$ cat src/rtl/autosym_pla_eval_pkg.sv
// Shared widths, cube record and FSM state encoding for the PLA cover evaluator.
// The optional input projection is enabled by defining AUTOSYM_PROJ_EN.
package autosym_pkg;

   localparam int unsigned N_IN      = 10;
   localparam int unsigned N_OUT     = 1;
   localparam int unsigned MAX_CUBES = 32;
   localparam int unsigned CW        = $clog2(MAX_CUBES + 1);
   localparam int unsigned AW        = (MAX_CUBES > 1) ? $clog2(MAX_CUBES) : 1;
   localparam int unsigned PW        = (N_IN > 1) ? $clog2(N_IN) : 1;

   typedef struct packed {
      logic [N_IN-1:0]  care;
      logic [N_IN-1:0]  val;
      logic [N_OUT-1:0] out;
   } cube_t;

   typedef enum logic [1:0] {
      IDLE,
      SCAN,
      HOLD
   } state_e;

   // Clamp a requested cube count to the memory depth
   function automatic logic [CW-1:0] sat_num(input logic [CW-1:0] n);
      return (32'(n) > MAX_CUBES) ? CW'(MAX_CUBES) : n;
   endfunction

endpackage

$ cat src/rtl/autosym_pla_eval_if.sv
// Configuration, query and result signals of the PLA cover evaluator.
// Projection-matrix write signals exist only when AUTOSYM_PROJ_EN is defined.
interface autosym_pla_eval_if;
   import autosym_pkg::*;

   logic              cfg_we;
   logic [CW-1:0]     cfg_addr;
   logic [N_IN-1:0]   cfg_care;
   logic [N_IN-1:0]   cfg_val;
   logic [N_OUT-1:0]  cfg_out;
   logic              cfg_num_we;
   logic [CW-1:0]     cfg_num;
   logic              busy;
   logic              in_valid;
   logic              in_ready;
   logic [N_IN-1:0]   x;
   logic              out_valid;
   logic              out_ready;
   logic [N_OUT-1:0]  y;
`ifdef AUTOSYM_PROJ_EN
   logic              proj_we;
   logic [PW-1:0]     proj_row;
   logic [N_IN-1:0]   proj_mask;

   modport master (
      output cfg_we, cfg_addr, cfg_care, cfg_val, cfg_out, cfg_num_we, cfg_num,
      output in_valid, x, out_ready, proj_we, proj_row, proj_mask,
      input  busy, in_ready, out_valid, y
   );

   modport slave (
      input  cfg_we, cfg_addr, cfg_care, cfg_val, cfg_out, cfg_num_we, cfg_num,
      input  in_valid, x, out_ready, proj_we, proj_row, proj_mask,
      output busy, in_ready, out_valid, y
   );
`else
   modport master (
      output cfg_we, cfg_addr, cfg_care, cfg_val, cfg_out, cfg_num_we, cfg_num,
      output in_valid, x, out_ready,
      input  busy, in_ready, out_valid, y
   );

   modport slave (
      input  cfg_we, cfg_addr, cfg_care, cfg_val, cfg_out, cfg_num_we, cfg_num,
      input  in_valid, x, out_ready,
      output busy, in_ready, out_valid, y
   );
`endif

endinterface

$ cat src/rtl/autosym_pla_eval_cube_match.sv
// Combinational cube test: every cared-for literal must agree with the latched vector.
module autosym_cube_match
   import autosym_pkg::*;
(
   input  cube_t           cube,
   input  logic [N_IN-1:0] xr,
   output logic            match_c
);

   assign match_c = &(~cube.care | ~(xr ^ cube.val));

endmodule

$ cat src/rtl/autosym_pla_eval.sv
// Sequential sum-of-products evaluator: scans a loadable cube cover one cube per cycle.
// Define AUTOSYM_PROJ_EN to add a GF(2) projection of the query before evaluation.
module autosym_pla_eval
   import autosym_pkg::*;
(
   input logic               clk,
   input logic               rst,
   autosym_pla_eval_if.slave bus
);

   state_e            state_q, state_d;
   logic [CW-1:0]     idx_q, idx_d;
   logic [CW-1:0]     num_q, num_d;
   logic [N_OUT-1:0]  acc_q, acc_d;
   logic [N_OUT-1:0]  y_q, y_d;
   logic [N_IN-1:0]   xr_q, xr_d;
   logic [N_IN-1:0]   xp_c;
   logic              in_ready_q, out_valid_q, busy_q;
   logic              cfg_ok_c;
   logic              hit_c;
   cube_t             cur_c;
   cube_t             mem [MAX_CUBES];

   // Configuration is only safe while idle and not simultaneously accepting a query
   assign cfg_ok_c = (state_q == IDLE) && !bus.in_valid;

   always_ff @(posedge clk) begin
      if (cfg_ok_c && bus.cfg_we && (32'(bus.cfg_addr) < MAX_CUBES)) begin
         mem[bus.cfg_addr[AW-1:0]] <= '{care: bus.cfg_care, val: bus.cfg_val, out: bus.cfg_out};
      end
   end

   assign cur_c = mem[idx_q[AW-1:0]];

   autosym_cube_match u_match (
      .cube    (cur_c),
      .xr      (xr_q),
      .match_c (hit_c)
   );

`ifdef AUTOSYM_PROJ_EN
   logic [N_IN-1:0] proj_q [N_IN];

   // Projection rows reset to the identity so an unconfigured block passes x through
   always_ff @(posedge clk or posedge rst) begin
      if (rst) begin
         for (int j = 0; j < int'(N_IN); j++) begin
            proj_q[j] <= N_IN'(1) << j;
         end
      end else if (cfg_ok_c && bus.proj_we && (32'(bus.proj_row) < N_IN)) begin
         proj_q[bus.proj_row] <= bus.proj_mask;
      end
   end

   always_comb begin
      xp_c = '0;
      for (int j = 0; j < int'(N_IN); j++) begin
         xp_c[j] = ^(bus.x & proj_q[j]);
      end
   end
`else
   assign xp_c = bus.x;
`endif

   always_ff @(posedge clk or posedge rst) begin
      if (rst) begin
         state_q     <= IDLE;
         idx_q       <= '0;
         num_q       <= '0;
         acc_q       <= '0;
         y_q         <= '0;
         xr_q        <= '0;
         in_ready_q  <= 1'b1;
         out_valid_q <= 1'b0;
         busy_q      <= 1'b0;
      end else begin
         state_q     <= state_d;
         idx_q       <= idx_d;
         num_q       <= num_d;
         acc_q       <= acc_d;
         y_q         <= y_d;
         xr_q        <= xr_d;
         in_ready_q  <= (state_d == IDLE);
         out_valid_q <= (state_d == HOLD);
         busy_q      <= (state_d != IDLE);
      end
   end

   always_comb begin
      state_d = state_q;
      idx_d   = idx_q;
      num_d   = num_q;
      acc_d   = acc_q;
      y_d     = y_q;
      xr_d    = xr_q;

      if (cfg_ok_c && bus.cfg_num_we) begin
         num_d = sat_num(bus.cfg_num);
      end

      unique case (state_q)
         IDLE: begin
            if (bus.in_valid) begin
               xr_d  = xp_c;
               acc_d = '0;
               idx_d = '0;
               if (num_q == '0) begin
                  state_d = HOLD;
                  y_d     = '0;
               end else begin
                  state_d = SCAN;
               end
            end
         end
         SCAN: begin
            // Full scan every time keeps latency independent of the data
            acc_d = acc_q | ({N_OUT{hit_c}} & cur_c.out);
            idx_d = idx_q + CW'(1);
            if (idx_q == num_q - CW'(1)) begin
               state_d = HOLD;
               y_d     = acc_d;
            end
         end
         HOLD: begin
            if (bus.out_ready) begin
               state_d = IDLE;
            end
         end
         default: state_d = IDLE;
      endcase
   end

   assign bus.in_ready  = in_ready_q;
   assign bus.out_valid = out_valid_q;
   assign bus.busy      = busy_q;
   assign bus.y         = y_q;

endmodule
$ cat src/flat_wrapper.sv
// flat-port wrapper written by rule: the top's interface ports become plain ports
module autosym_pla_eval_flat import autosym_pkg::*;
  (clk, rst, bus_cfg_we, bus_cfg_addr, bus_cfg_care, bus_cfg_val, bus_cfg_out, bus_cfg_num_we, bus_cfg_num, bus_in_valid, bus_x, bus_out_ready, bus_busy, bus_in_ready, bus_out_valid, bus_y);
  autosym_pla_eval_if bus_i ();
  input logic clk;
  input logic rst;
  input wire logic [$bits(bus_i.cfg_we)-1:0] bus_cfg_we;
  input wire logic [$bits(bus_i.cfg_addr)-1:0] bus_cfg_addr;
  input wire logic [$bits(bus_i.cfg_care)-1:0] bus_cfg_care;
  input wire logic [$bits(bus_i.cfg_val)-1:0] bus_cfg_val;
  input wire logic [$bits(bus_i.cfg_out)-1:0] bus_cfg_out;
  input wire logic [$bits(bus_i.cfg_num_we)-1:0] bus_cfg_num_we;
  input wire logic [$bits(bus_i.cfg_num)-1:0] bus_cfg_num;
  input wire logic [$bits(bus_i.in_valid)-1:0] bus_in_valid;
  input wire logic [$bits(bus_i.x)-1:0] bus_x;
  input wire logic [$bits(bus_i.out_ready)-1:0] bus_out_ready;
  output wire logic [$bits(bus_i.busy)-1:0] bus_busy;
  output wire logic [$bits(bus_i.in_ready)-1:0] bus_in_ready;
  output wire logic [$bits(bus_i.out_valid)-1:0] bus_out_valid;
  output wire logic [$bits(bus_i.y)-1:0] bus_y;
  assign bus_i.cfg_we = bus_cfg_we;
  assign bus_i.cfg_addr = bus_cfg_addr;
  assign bus_i.cfg_care = bus_cfg_care;
  assign bus_i.cfg_val = bus_cfg_val;
  assign bus_i.cfg_out = bus_cfg_out;
  assign bus_i.cfg_num_we = bus_cfg_num_we;
  assign bus_i.cfg_num = bus_cfg_num;
  assign bus_i.in_valid = bus_in_valid;
  assign bus_i.x = bus_x;
  assign bus_i.out_ready = bus_out_ready;
  assign bus_busy = bus_i.busy;
  assign bus_in_ready = bus_i.in_ready;
  assign bus_out_valid = bus_i.out_valid;
  assign bus_y = bus_i.y;
  autosym_pla_eval u_core (.clk(clk), .rst(rst), .bus(bus_i));
endmodule
$ cat config.mk
export PLATFORM = sky130hd
export DESIGN_NAME = autosym_pla_eval_flat
export DESIGN_NICKNAME = d
export VERILOG_FILES = /design/src/rtl/autosym_pla_eval_pkg.sv /design/src/rtl/autosym_pla_eval_if.sv /design/src/rtl/autosym_pla_eval_cube_match.sv /design/src/rtl/autosym_pla_eval.sv /design/src/flat_wrapper.sv
export SDC_FILE = /design/constraint.sdc
export NUM_CORES = 1
export LEC_CHECK = 0
export CORE_MARGIN = 3
export CORE_UTILIZATION = 40
export CTS_BUF_LIST = sky130_fd_sc_hd__clkbuf_4 sky130_fd_sc_hd__clkbuf_8
export DETAILED_ROUTE_END_ITERATION = 16
export DONT_BUFFER_PORTS = 1
export PLACE_DENSITY_LB_ADDON = 0.2
export SLEW_MARGIN = 20
export SYNTH_ARGS = -nofsm -noshare
export SYNTH_HDL_FRONTEND = slang
export SYNTH_SLANG_ARGS = --single-unit
$ cat constraint.sdc
create_clock -name clk -period 4.3 [get_ports clk]
set_input_delay 0.43 -clock clk [delete_from_list [all_inputs] [get_ports clk]]
set_output_delay 0.43 -clock clk [all_outputs]
set_load 0.01 [all_outputs]
==> impl_metrics.tcl, run 1 <==
set metrics [dict create \
    syn_avg_cell_area_um2 20.3 \
    path_class "register to register" \
    cp_cell_sequence "buf_12 > mux4_2 > o22a_1 > o221ai_1 > xnor2_1 > a22oi_1 > nand3_1 > or4_1 > o31a_1 > o221ai_2" \
    num_vias 13800 \
    first_pass_iters 5 \
    numCtsBuffers 113 \
    cts.sinks 701 \
    status "complete, no violations" \
    combPwrFrac_pct 26.1 \
    p_leak_nw 10.3 \
    tns_ns 0 \
    reg2reg_from "u_core.idx_q[0]" \
    drt_iter0_markers 1280 \
    num_rows 95 \
    start_util_pct 40.6 \
    fillCellCount 5731 \
    dp_hpwl_um 38500 \
    dieArea_mm2 0.0718 \
    ir_drop_mv 0.334 \
    required_ns 4.90 \
    clock_path_buffers 3 \
    setup.worst_path.start "u_core.idx_q[0]" \
    cts_resized 0 \
    wl_um 69000 \
    cap_violations 0 \
    drive_gt1_share_pct 28.9 \
    antenna_found_initial 3 \
    hp-class "input pin to async pin" \
    h-tree-depth 3 \
    hold_viol_final 0 \
    nets 1561 \
    synth_nets 1406 \
    internal_power_mw 13.1 \
    synth_top_flop_cell "edfxtp_1" \
    finalSetupViolations 0 \
    synth_edf_count 672 \
    max_freq_mhz 293 \
    port-buffer-count 0 \
    power.share.clock_pct 30.9 \
    layout_min_cycle_time_ns 3.42 \
    ys_warn_count 0 \
    route.detailed.drc 0 \
    reg2reg_setup_slack_ns 0.88 \
    relSlewSlack_pct 24.9 \
    worstSkewPairLatency_ns 0.71 \
    gr-total-overflow 0 \
    synthArstFlopShare_pct 4.14 \
    cts_setup_buffers 0 \
    clkTransAtPathRegs_ns 0.06 \
    gp_congestion 0.754 \
    synth_cells 1355 \
    netlist_area_mm2 0.0274 \
    start_kind "register" \
    switchingPower_mw 5.54 \
    end_kind "register" \
    finalMaxSlewViolations 0 \
    skew_ns 0.0304 \
    cts_tree "done" \
    post-route-period-util_pct 79.5 \
    worst_slew_pin_slew_ns 1.12 \
    routedWlPerCell_um 27.8 \
    yosysSeqAreaShare_pct 76.2 \
    slowest_stage "or4_1" \
    coreArea_mm2 0.0675 \
    ys_types 52 \
    grt_pass1_wl_um 99500 \
    drt-vias-per-instance 5.56 \
    die_h_um 268 \
    cts_root_buf "clkbuf_8" \
    p_sw_share_pct 29.7 \
    rsz0062_at_grt "no" \
    powerDensity_mw_per_mm2 590 \
    seq_power_share_pct 43.0 \
    fp.dieW_um 268 \
    grt_max_degree 55 \
    critPathMaxStageDelay_ns 0.62 \
    grt_pass1_vias 14200 \
    synth-seq-cells 701 \
    drtAntennaViolNets 0 \
    area_delta_synth_final_pct 15.3 \
    fin_util_pct 46.9 \
    io_pins 53 \
    cp.arrival_ns 4.01 \
    cts_hold_buffers 50 \
    track_usage_pct 19.5 \
    cp_max_fo 54 \
]
path summary, 6_finish.rpt:
path                                        endpoint  cells after the start
worst max-delay path                    u_core.bus.y                     10
worst min-delay path            u_core.bus.out_valid                      2
worst max register to register          u_core.bus.y                     10
worst min register to register          u_core.acc_q                      2
max in group asynchronous            u_core.idx_q[1]                      3
min in group clk                     u_core.num_q[3]                      2
worst max-delay path: cells and delay by family (launching register included):
family	cells	cell delay (ns)
flops	1	0.61
simple gates	2	0.73
buf+inv	1	0.39
xor+xnor	1	0.14
compound gates	5	0.85
mux	1	0.56
metal layers:
metal | track usage, % | share of wire, % | wire [µm] | vias to the layer above
met5 | 0 | 0.036 | 25 | -
met4 | 6.28 | 2.3 | 1600 | 4
met3 | 3.81 | 6.4 | 4450 | 103
met2 | 31.3 | 48 | 33000 | 467
met1 | 27.2 | 43 | 30000 | 7377
li1 | - | - | - | 5861
per-stage QoR:
| step | instances | setup slack [ns] | total power, mW | hold slack (ns) | instance area (µm²) |
|---|---|---|---|---|---|
| floorplan | 1355 | 1.51 | 11.6 | 0.455 | 27400 |
| global placement | 2218 | 0.840 | 12.9 | 0.296 | 28800 |
| detailed placement | 2218 | 0.850 | 12.9 | 0.300 | 28800 |
| CTS | 2481 | 0.829 | 18.9 | 0.0740 | 31700 |
| global route | 2482 | 0.671 | 19.6 | 0.132 | 31700 |
| finish | 2483 | 0.883 | 18.7 | 0.138 | 31700 |
cell type report:
type                       instances  area, µm²  share of cell area, %
antenna                            2       5.00                 0.0158
tap                              873       1090                   3.45
inverter                           8       30.0                 0.0949
sequential                       701      20900                   66.1
clock inverter                    48        329                   1.04
clock buffer                     165       1980                   6.26
timing repair buffer             113       1150                   3.62
multi-input combinational        573       6150                   19.4
flip-flops by register name, indices dropped and copies added, names as in the netlist:
register / flops
u_core.acc_q: 1
u_core.idx_q: 6
u_core.bus.busy: 1
u_core.bus.y: 1
u_core.xr_q: 10
u_core.state_q: 2
u_core.bus.out_valid: 1
u_core.mem: 672
u_core.bus.in_ready: 1
u_core.num_q: 6
cells in the final DEF (no fill, tap or decap), types with 8 or more instances in the layout:
cell,n
buf_4,54
xor2_1,21
xnor2_1,24
mux4_2,143
o221ai_1,12
a21oi_1,12
o21ai_0,21
dfrtp_1,24
mux2i_1,69
a221oi_1,12
dlygate4sd3_1,29
nor2_1,18
a22oi_1,20
clkbuf_4,46
nor3_1,8
nand2b_1,13
buf_12,20
clkinv_1,25
nand3_1,10
edfxtp_1,672
nor2_2,33
clkinv_2,13
buf_2,10
nand2_1,83
clkbuf_8,119
synth_stat cells (5+ instances only):
master    count  share of area, %
a22oi_1      20              0.55
and2_1        6              0.14
edfxtp_1    672                74
inv_1         8              0.11
nor3_1        8              0.15
xor2_1       21              0.67
xnor2_1      24              0.77
a21oi_1      12              0.22
mux2i_1      69               2.5
nor2_1       50              0.68
a221oi_1     12              0.38
buf_4         8              0.22
o21ai_0      21              0.38
nor2b_1       8              0.18
buf_1        10              0.14
o22ai_1       7              0.16
nand3_1      10              0.18
nand2_1      83               1.1
nand2b_1     13              0.30
clkbuf_1     24              0.33
a31oi_1       6              0.14
a22o_1        5              0.16
o221ai_1     12              0.38
dfrtp_1      28               2.6
mux4_2      143                12
buf_6        15              0.62
buf_2        16              0.29
power groups by stage:
stage                     Sequential (mW)  Combinational, mW  Clock, mW
after floorplan                      7.83               3.77          0
after global placement               8.17               4.77          0
after detailed placement             8.18               4.77          0
after CTS                            8.03               4.95       5.92
after global routing                 8.04               5.28       6.24
final                                8.03               4.87       5.77
logic make-up (layout without fill, tap and decap cells):
| group | after synthesis | after routing | synth area share [%] |
|---|---|---|---|
| other | 0 | 2 | 0 |
| multiplexers | 215 | 215 | 14.4 |
| XOR/XNOR | 45 | 45 | 1.44 |
| AND/OR/NAND/NOR | 192 | 192 | 3.11 |
| AO/OA/AOI/OAI | 119 | 119 | 3.10 |
| adder cells (fa/ha/maj) | 2 | 2 | 0.0912 |
| flip-flops | 701 | 701 | 76.2 |
| buffers and inverters | 81 | 334 | 1.70 |
Note: power is estimated with default switching activity, not from simulation.
==> inputs of run 2 (changes only) <==
- ABC_AREA: default -> 1
- clock period: 4.3 -> 3.4 ns (I/O delays scaled with it)
==> run 2 against run 1 <==
Compared with the run above: critical endpoint is now u_core.acc_q; maximum frequency grew 17%; final area grew 4.4%; non-clock buffer count grew 20; clock skew grew 0.0012 ns; highest routed layer unchanged; synthesized area grew 4.3%.
==> impl_metrics.tcl, run 2 <==
set metrics [dict create \
    status "complete, no violations" \
    io_pins 53 \
    cap_violations 0 \
    fin_util_pct 46.9 \
    track_usage_pct 22.4 \
    p_sw_share_pct 37.4 \
    cts_root_buf "clkbuf_8" \
    post-synth-top-area-cell "edfxtp_1" \
    worstSkewPairLatency_ns 0.75 \
    clkTransAtPathRegs_ns 0.06 \
    finalMaxSlewViolations 0 \
    grt_pass1_vias 18600 \
    dp_hpwl_um 45700 \
    largest_register_ffs 672 \
    synth_most_common_cell "nand2_1" \
    antenna_found_initial 3 \
    grt_util_met2_pct 36.9 \
    dieArea_mm2 0.0748 \
    met1_usage_pct 30.5 \
    fin_hold_ws_ns 0.115 \
    netlist_top_cells_count "688 x nand2_1, 672 x edfxtp_1, 313 x nand3_1, 279 x nor2_1, 151 x o21ai_0" \
    fillCellCount 6413 \
    routedWlPerCell_um 23.2 \
    required_ns 4.04 \
    ys_types 34 \
    cts.sinks 701 \
    area_delta_synth_final_pct 15.5 \
    hold_depth 1 \
    relSlewSlack_pct 30.8 \
    layout_commonest_cell "nand2_1" \
    grt_max_degree 167 \
    post-route-period-util_pct 86.2 \
    cp_max_fo 29 \
    ir_drop_mv 0.708 \
    internal_power_mw 16.2 \
    h-tree-depth 3 \
    rr_worst_depth 15 \
    reg2reg_from "u_core.idx_q[1]" \
    end_kind "register" \
    layout_common_cells "688 x nand2_1, 672 x edfxtp_1, 313 x nand3_1" \
    synth_top_area_share_pct 70.5 \
    coreArea_mm2 0.0704 \
    powerDensity_mw_per_mm2 785 \
    p_leak_nw 12.0 \
    num_vias 19300 \
    seq_power_share_pct 38.2 \
    hold_end "u_core.mem[6][5]" \
    synth-seq-cells 701 \
    switchingPower_mw 9.71 \
    start_kind "register" \
    reg2reg_setup_slack_ns 0.47 \
    worst_slew_pin_slew_ns 1.03 \
    combPwrFrac_pct 34.2 \
    multiInputGateArea_mm2 0.00699 \
    layout_min_cycle_time_ns 2.93 \
    min_from "bus_cfg_val[4]" \
    hold_viol_final 0 \
    p_total_mw 25.9 \
    netlist_area_mm2 0.0286 \
    fp.dieW_um 273 \
    max_freq_mhz 341 \
    drtAntennaViolNets 0 \
    yosysSeqAreaShare_pct 73.1 \
    yosys-top-cells-area "edfxtp_1 71%, nand2_1 9.0%, nand3_1 5.5%" \
    cts_setup_buffers 0 \
    route.detailed.drc 0 \
    synth_cells 2454 \
    power.share.clock_pct 27.6 \
    first_pass_iters 5 \
    drt-vias-per-instance 5.36 \
    gr-total-overflow 0 \
    synth_edf_count 672 \
    clock_path_buffers 3 \
    gr-usage-met3_pct 3.72 \
    port-buffer-count 0 \
    drive_gt1_share_pct 12.4 \
    gp_congestion 0.814 \
    cp.arrival_ns 3.58 \
    grt.busiest_layer "met2" \
    seqCellArea_mm2 0.0209 \
    path_class "register to register" \
    numCtsBuffers 113 \
    drt_iter0_markers 1864 \
    finalSetupViolations 0 \
    die_h_um 273 \
    nets 2621 \
    skew_ns 0.0316 \
    synth_nets 2505 \
    num_rows 97 \
    r2r-end "u_core.acc_q" \
    start_util_pct 40.6 \
    ys_warn_count 0 \
    syn_avg_cell_area_um2 11.7 \
    synthArstFlopShare_pct 4.14 \
    stdcell_area_mm2 0.0330 \
    dpl_cell_area_mm2 0.0302 \
    hp-class "input pin to register" \
    rsz0062_at_grt "no" \
    grt_pass1_wl_um 124000 \
    tns_ns 0 \
    cts_tree "done" \
    synth_top_flop_cell "edfxtp_1" \
    wl_um 83400 \
]
[run 2: changes by cell type in the layout (fill, tap and decap cells not counted), moves of 57 or more]
cell,delta
mux2i_1,-69
inv_1,+57
mux4_2,-143
nor2_1,+228
nand3_1,+303
nand2_1,+605
o21ai_0,+130
[run 2: worst max path at each step]
stage	startpoint	end	slack, ns	cells after the start
5_1_grt	u_core.idx_q[0]	u_core.acc_q	0.29	14
3_3_place_gp	u_core.idx_q[1]	u_core.bus.y	0.45	15
2_1_floorplan	u_core.state_q[0]	u_core.mem[10][0]	1.10	5
6_report	u_core.idx_q[1]	u_core.acc_q	0.47	15
3_5_place_dp	u_core.idx_q[1]	u_core.bus.y	0.46	15
4_1_cts	u_core.idx_q[1]	u_core.acc_q	0.44	15
[run 2: cell type report]
class / count / area share (%)
Clock buffer: 174 / 6.21
Tap cell: 940 / 3.56
Multi-Input combinational cell: 1551 / 21.1
Clock inverter: 27 / 0.481
Sequential cell: 701 / 63.3
Timing Repair Buffer: 133 / 4.45
Inverter: 70 / 0.829
Antenna cell: 4 / 0.0303
[run 2: cells by family after synthesis]
kind of cell | after synthesis | share of synthesized area (%)
and+or+nand+nor | 1294 | 18.5
DFF | 701 | 73.1
AOI/OAI and AO/OA | 246 | 4.73
buffers and inverters | 202 | 3.36
xor gates and xnor gates | 9 | 0.302
adders and majority gates | 2 | 0.0874
[run 2: repair_timing]
| item | CTS | global route |
|---|---|---|
| gates resized for setup | 0 | 0 |
| hold buffers | 60 | 0 |
| endpoints found under the hold margin | 714 | 0 |
[run 2: stage by stage]
step	instances	setup slack, ns
CTS	3596	0.441
detailed placement	3335	0.462
global placement	3335	0.452
floorplan	2454	1.10
global route	3598	0.288
finish	3600	0.468
[run 2: worst max-delay path: stages, from the launching register on]
cell and delay (ns):
dfrtp_4 0.65, inv_4 0.28, buf_12 0.24, buf_4 0.23, nor2_1 0.06, o21ai_0 0.08
nand3_1 0.09, nand3_1 0.09, nand2_1 0.16, nand3_1 0.19, nand2_1 0.12, nor2_1 0.21
nand3_1 0.13, nand3_1 0.14, nand2_1 0.06, o21ai_1 0.06
[run 2: power groups by stage]
stage	Clock (mW)	Sequential [mW]	Combinational [mW]
detailed placement	0	10.1	8.62
global route	7.69	9.92	9.81
CTS	7.31	9.90	8.89
global placement	0	10.1	8.59
finish	7.16	9.90	8.87
floorplan	0	9.93	5.89
[run 2: routing by layer]
layer / routed length, µm / vias to the layer above / share of wire [%]
met5: 12 / - / 0.014
met4: 2200 / 2 / 2.6
met3: 5040 / 150 / 6.0
met2: 40300 / 682 / 48
met1: 35800 / 9645 / 43
li1: - / 8809 / -
==> inputs of run 3 (changes only) <==
- SYNTH_HIERARCHICAL: default -> 1
==> run 3 against run 2 <==
Compared with the run above: first-iteration DRC count up 3.1%; sequential power about the same; sequential cell count unchanged; synthesized area down 2.4%; worst hold slack worse by 0.035 ns; sequential share of layout area up 1.4 points; synthesized cell count down 13%; critical path depth up 3; critical path type unchanged; largest power group unchanged; highest routed layer unchanged.
==> impl_metrics.tcl, run 3 <==
set metrics [dict create \
    num_rows 96 \
    relSlewSlack_pct 32.0 \
    dieArea_mm2 0.0730 \
    gp_congestion 0.783 \
    io_pins 53 \
    wl_met2_um 35900 \
    max_freq_mhz 327 \
    p_leak_nw 10.7 \
    rsz0062_at_grt "no" \
    area_delta_synth_final_pct 15.7 \
    status "complete, no violations" \
    synth_nets 2179 \
    grt_pass1_vias 17700 \
    highest_layer "met5" \
    dpl_cell_area_mm2 0.0295 \
    largest_register_ffs 672 \
    start_kind "register" \
    finalSetupViolations 0 \
    start_util_pct 40.6 \
    cp_max_fo 32 \
    die_h_um 270 \
    layout_common_cells "672 x edfxtp_1, 368 x nor2_1, 352 x o21ai_0" \
    wl_um 77700 \
    cts_tree "done" \
    wl_met1_um 34300 \
    drtAntennaViolNets 0 \
    antenna_found_initial 3 \
    min_from "bus_cfg_num[0]" \
    layout_commonest_cell "edfxtp_1" \
    post-route-period-util_pct 89.9 \
    ys_warn_count 6 \
    cpMostUsedCell "nand2_1" \
    seq_power_share_pct 39.1 \
    worstSkewPairLatency_ns 0.70 \
    slowest_stage "dfrtp_4" \
    port-buffer-count 0 \
    grt_max_degree 106 \
    numCtsBuffers 112 \
    hold_depth 4 \
    grt_pass1_wl_um 115000 \
    critPathMaxStageDelay_ns 0.53 \
    skew_ns 0.0374 \
    cap_violations 0 \
    wl_met3_um 5390 \
    r2r-end "u_core/acc_q" \
    final_cells 3268 \
    combPwrFrac_pct 32.8 \
    powerDensity_mw_per_mm2 780 \
    rr_worst_depth 18 \
    worst_slew_pin_slew_ns 1.02 \
    switchingPower_mw 9.08 \
    track_usage_pct 21.0 \
    reg2reg_from "u_core/idx_q[1]" \
    first_pass_iters 7 \
    synth_cells 2127 \
    cts_root_buf "clkbuf_8" \
    path_class "register to register" \
    netlist_area_mm2 0.0279 \
    drt-vias-per-instance 5.57 \
    p_sw_share_pct 36.0 \
    layout_min_cycle_time_ns 3.06 \
    fp.dieW_um 270 \
    hold_viol_final 0 \
    syn_avg_cell_area_um2 13.1 \
    end_kind "register" \
    drive_gt1_share_pct 14.7 \
    required_ns 3.98 \
    cts.sinks 701 \
    hold_end "u_core/num_q[0]" \
    stdcell_area_mm2 0.0323 \
    cp_cell_sequence "inv_4 > buf_12 > buf_4 > o21ai_0 > o22ai_1 > nor2_1 > o21ai_2 > o21a_1 > or2_1 > nand3_2 > nand2_1 > inv_1 > nand2_1 > nor2_2 > nand3_1 > nand2_1 > nand2_1 > o21ai_0" \
    clock_path_buffers 3 \
    h-tree-depth 3 \
    route.detailed.drc 0 \
    gr-total-overflow 0 \
    num_vias 18200 \
    coreArea_mm2 0.0688 \
    power.share.clock_pct 28.0 \
    dp_hpwl_um 42600 \
    nets 2299 \
    finalMaxSlewViolations 0 \
    ir_drop_mv 0.426 \
    internal_power_mw 16.1 \
    placed_cells 3005 \
    clkTransAtPathRegs_ns 0.07 \
    cp.arrival_ns 3.64 \
    hp-class "input pin to register" \
    routedWlPerCell_um 23.8 \
    tns_ns 0 \
    reg2reg_setup_slack_ns 0.34 \
    drt_iter0_markers 1921 \
]
-- run 3: metal layers --
layer,vias to the layer above,GRT usage [%]
met3,143,3.80
met4,2,6.71
met5,-,0
met2,689,33.0
li1,8208,-
met1,9157,29.7
-- run 3: power by group through the flow --
stage          logic (mW)  registers, mW  clock network (mW)
5_1_grt              9.11           9.88                7.62
3_3_place_gp         7.93           10.0                   0
3_5_place_dp         8.02           10.0                   0
6_report             8.28           9.87                7.06
2_1_floorplan        5.39           9.88                   0
4_1_cts              8.28           9.86                7.22
-- run 3: worst max path at each step --
stage | startpoint | endpoint | slack, ns | cells past startpoint
after floorplan | u_core/state_q[0] | u_core/mem[10][0] | 0.98 | 9
after CTS | u_core/idx_q[1] | u_core/acc_q | 0.20 | 18
after global placement | u_core/idx_q[1] | u_core/acc_q | 0.22 | 18
final | u_core/idx_q[1] | u_core/acc_q | 0.34 | 18
after global routing | u_core/idx_q[1] | u_core/acc_q | 0.06 | 18
after detailed placement | u_core/idx_q[1] | u_core/acc_q | 0.23 | 18
-- run 3: area by class of cell --
| type | instances | area, µm² |
|---|---|---|
| Antenna cell | 3 | 7.51 |
| Clock buffer | 164 | 1960 |
| Clock inverter | 37 | 233 |
| Fill cell | 6080 | 36500 |
| Inverter | 39 | 158 |
| Multi-Input combinational cell | 1241 | 6310 |
| Sequential cell | 701 | 20900 |
| Tap cell | 931 | 1160 |
| Timing Repair Buffer | 152 | 1570 |
-- run 3: repair_timing --
item / in CTS / in global routing
gates resized for setup: 0 / 1
setup endpoints to repair: 0 / 2
hold buffers: 59 / 0
setup buffers: 0 / 0
endpoints found under the hold margin: 712 / 0
-- run 3: stage by stage --
stage	setup slack, ns	hold WS [ns]	power [mW]	utilization, %
after floorplan	0.976	0.417	15.3	-
after global placement	0.216	0.441	18.0	42.9
after detailed placement	0.230	0.440	18.1	42.9
after CTS	0.200	0.00593	25.4	47.0
after global routing	0.0634	0.129	26.6	46.9
final	0.342	0.0798	25.2	47.0
-- run 3: critical path, delay by kind of cell, from the launching register on --
kind	cells	cell delay [ns]
DFF	1	0.53
and+or+nand+nor	9	0.73
AOI/OAI and AO/OA	5	0.85
buffers and inverters	4	0.77
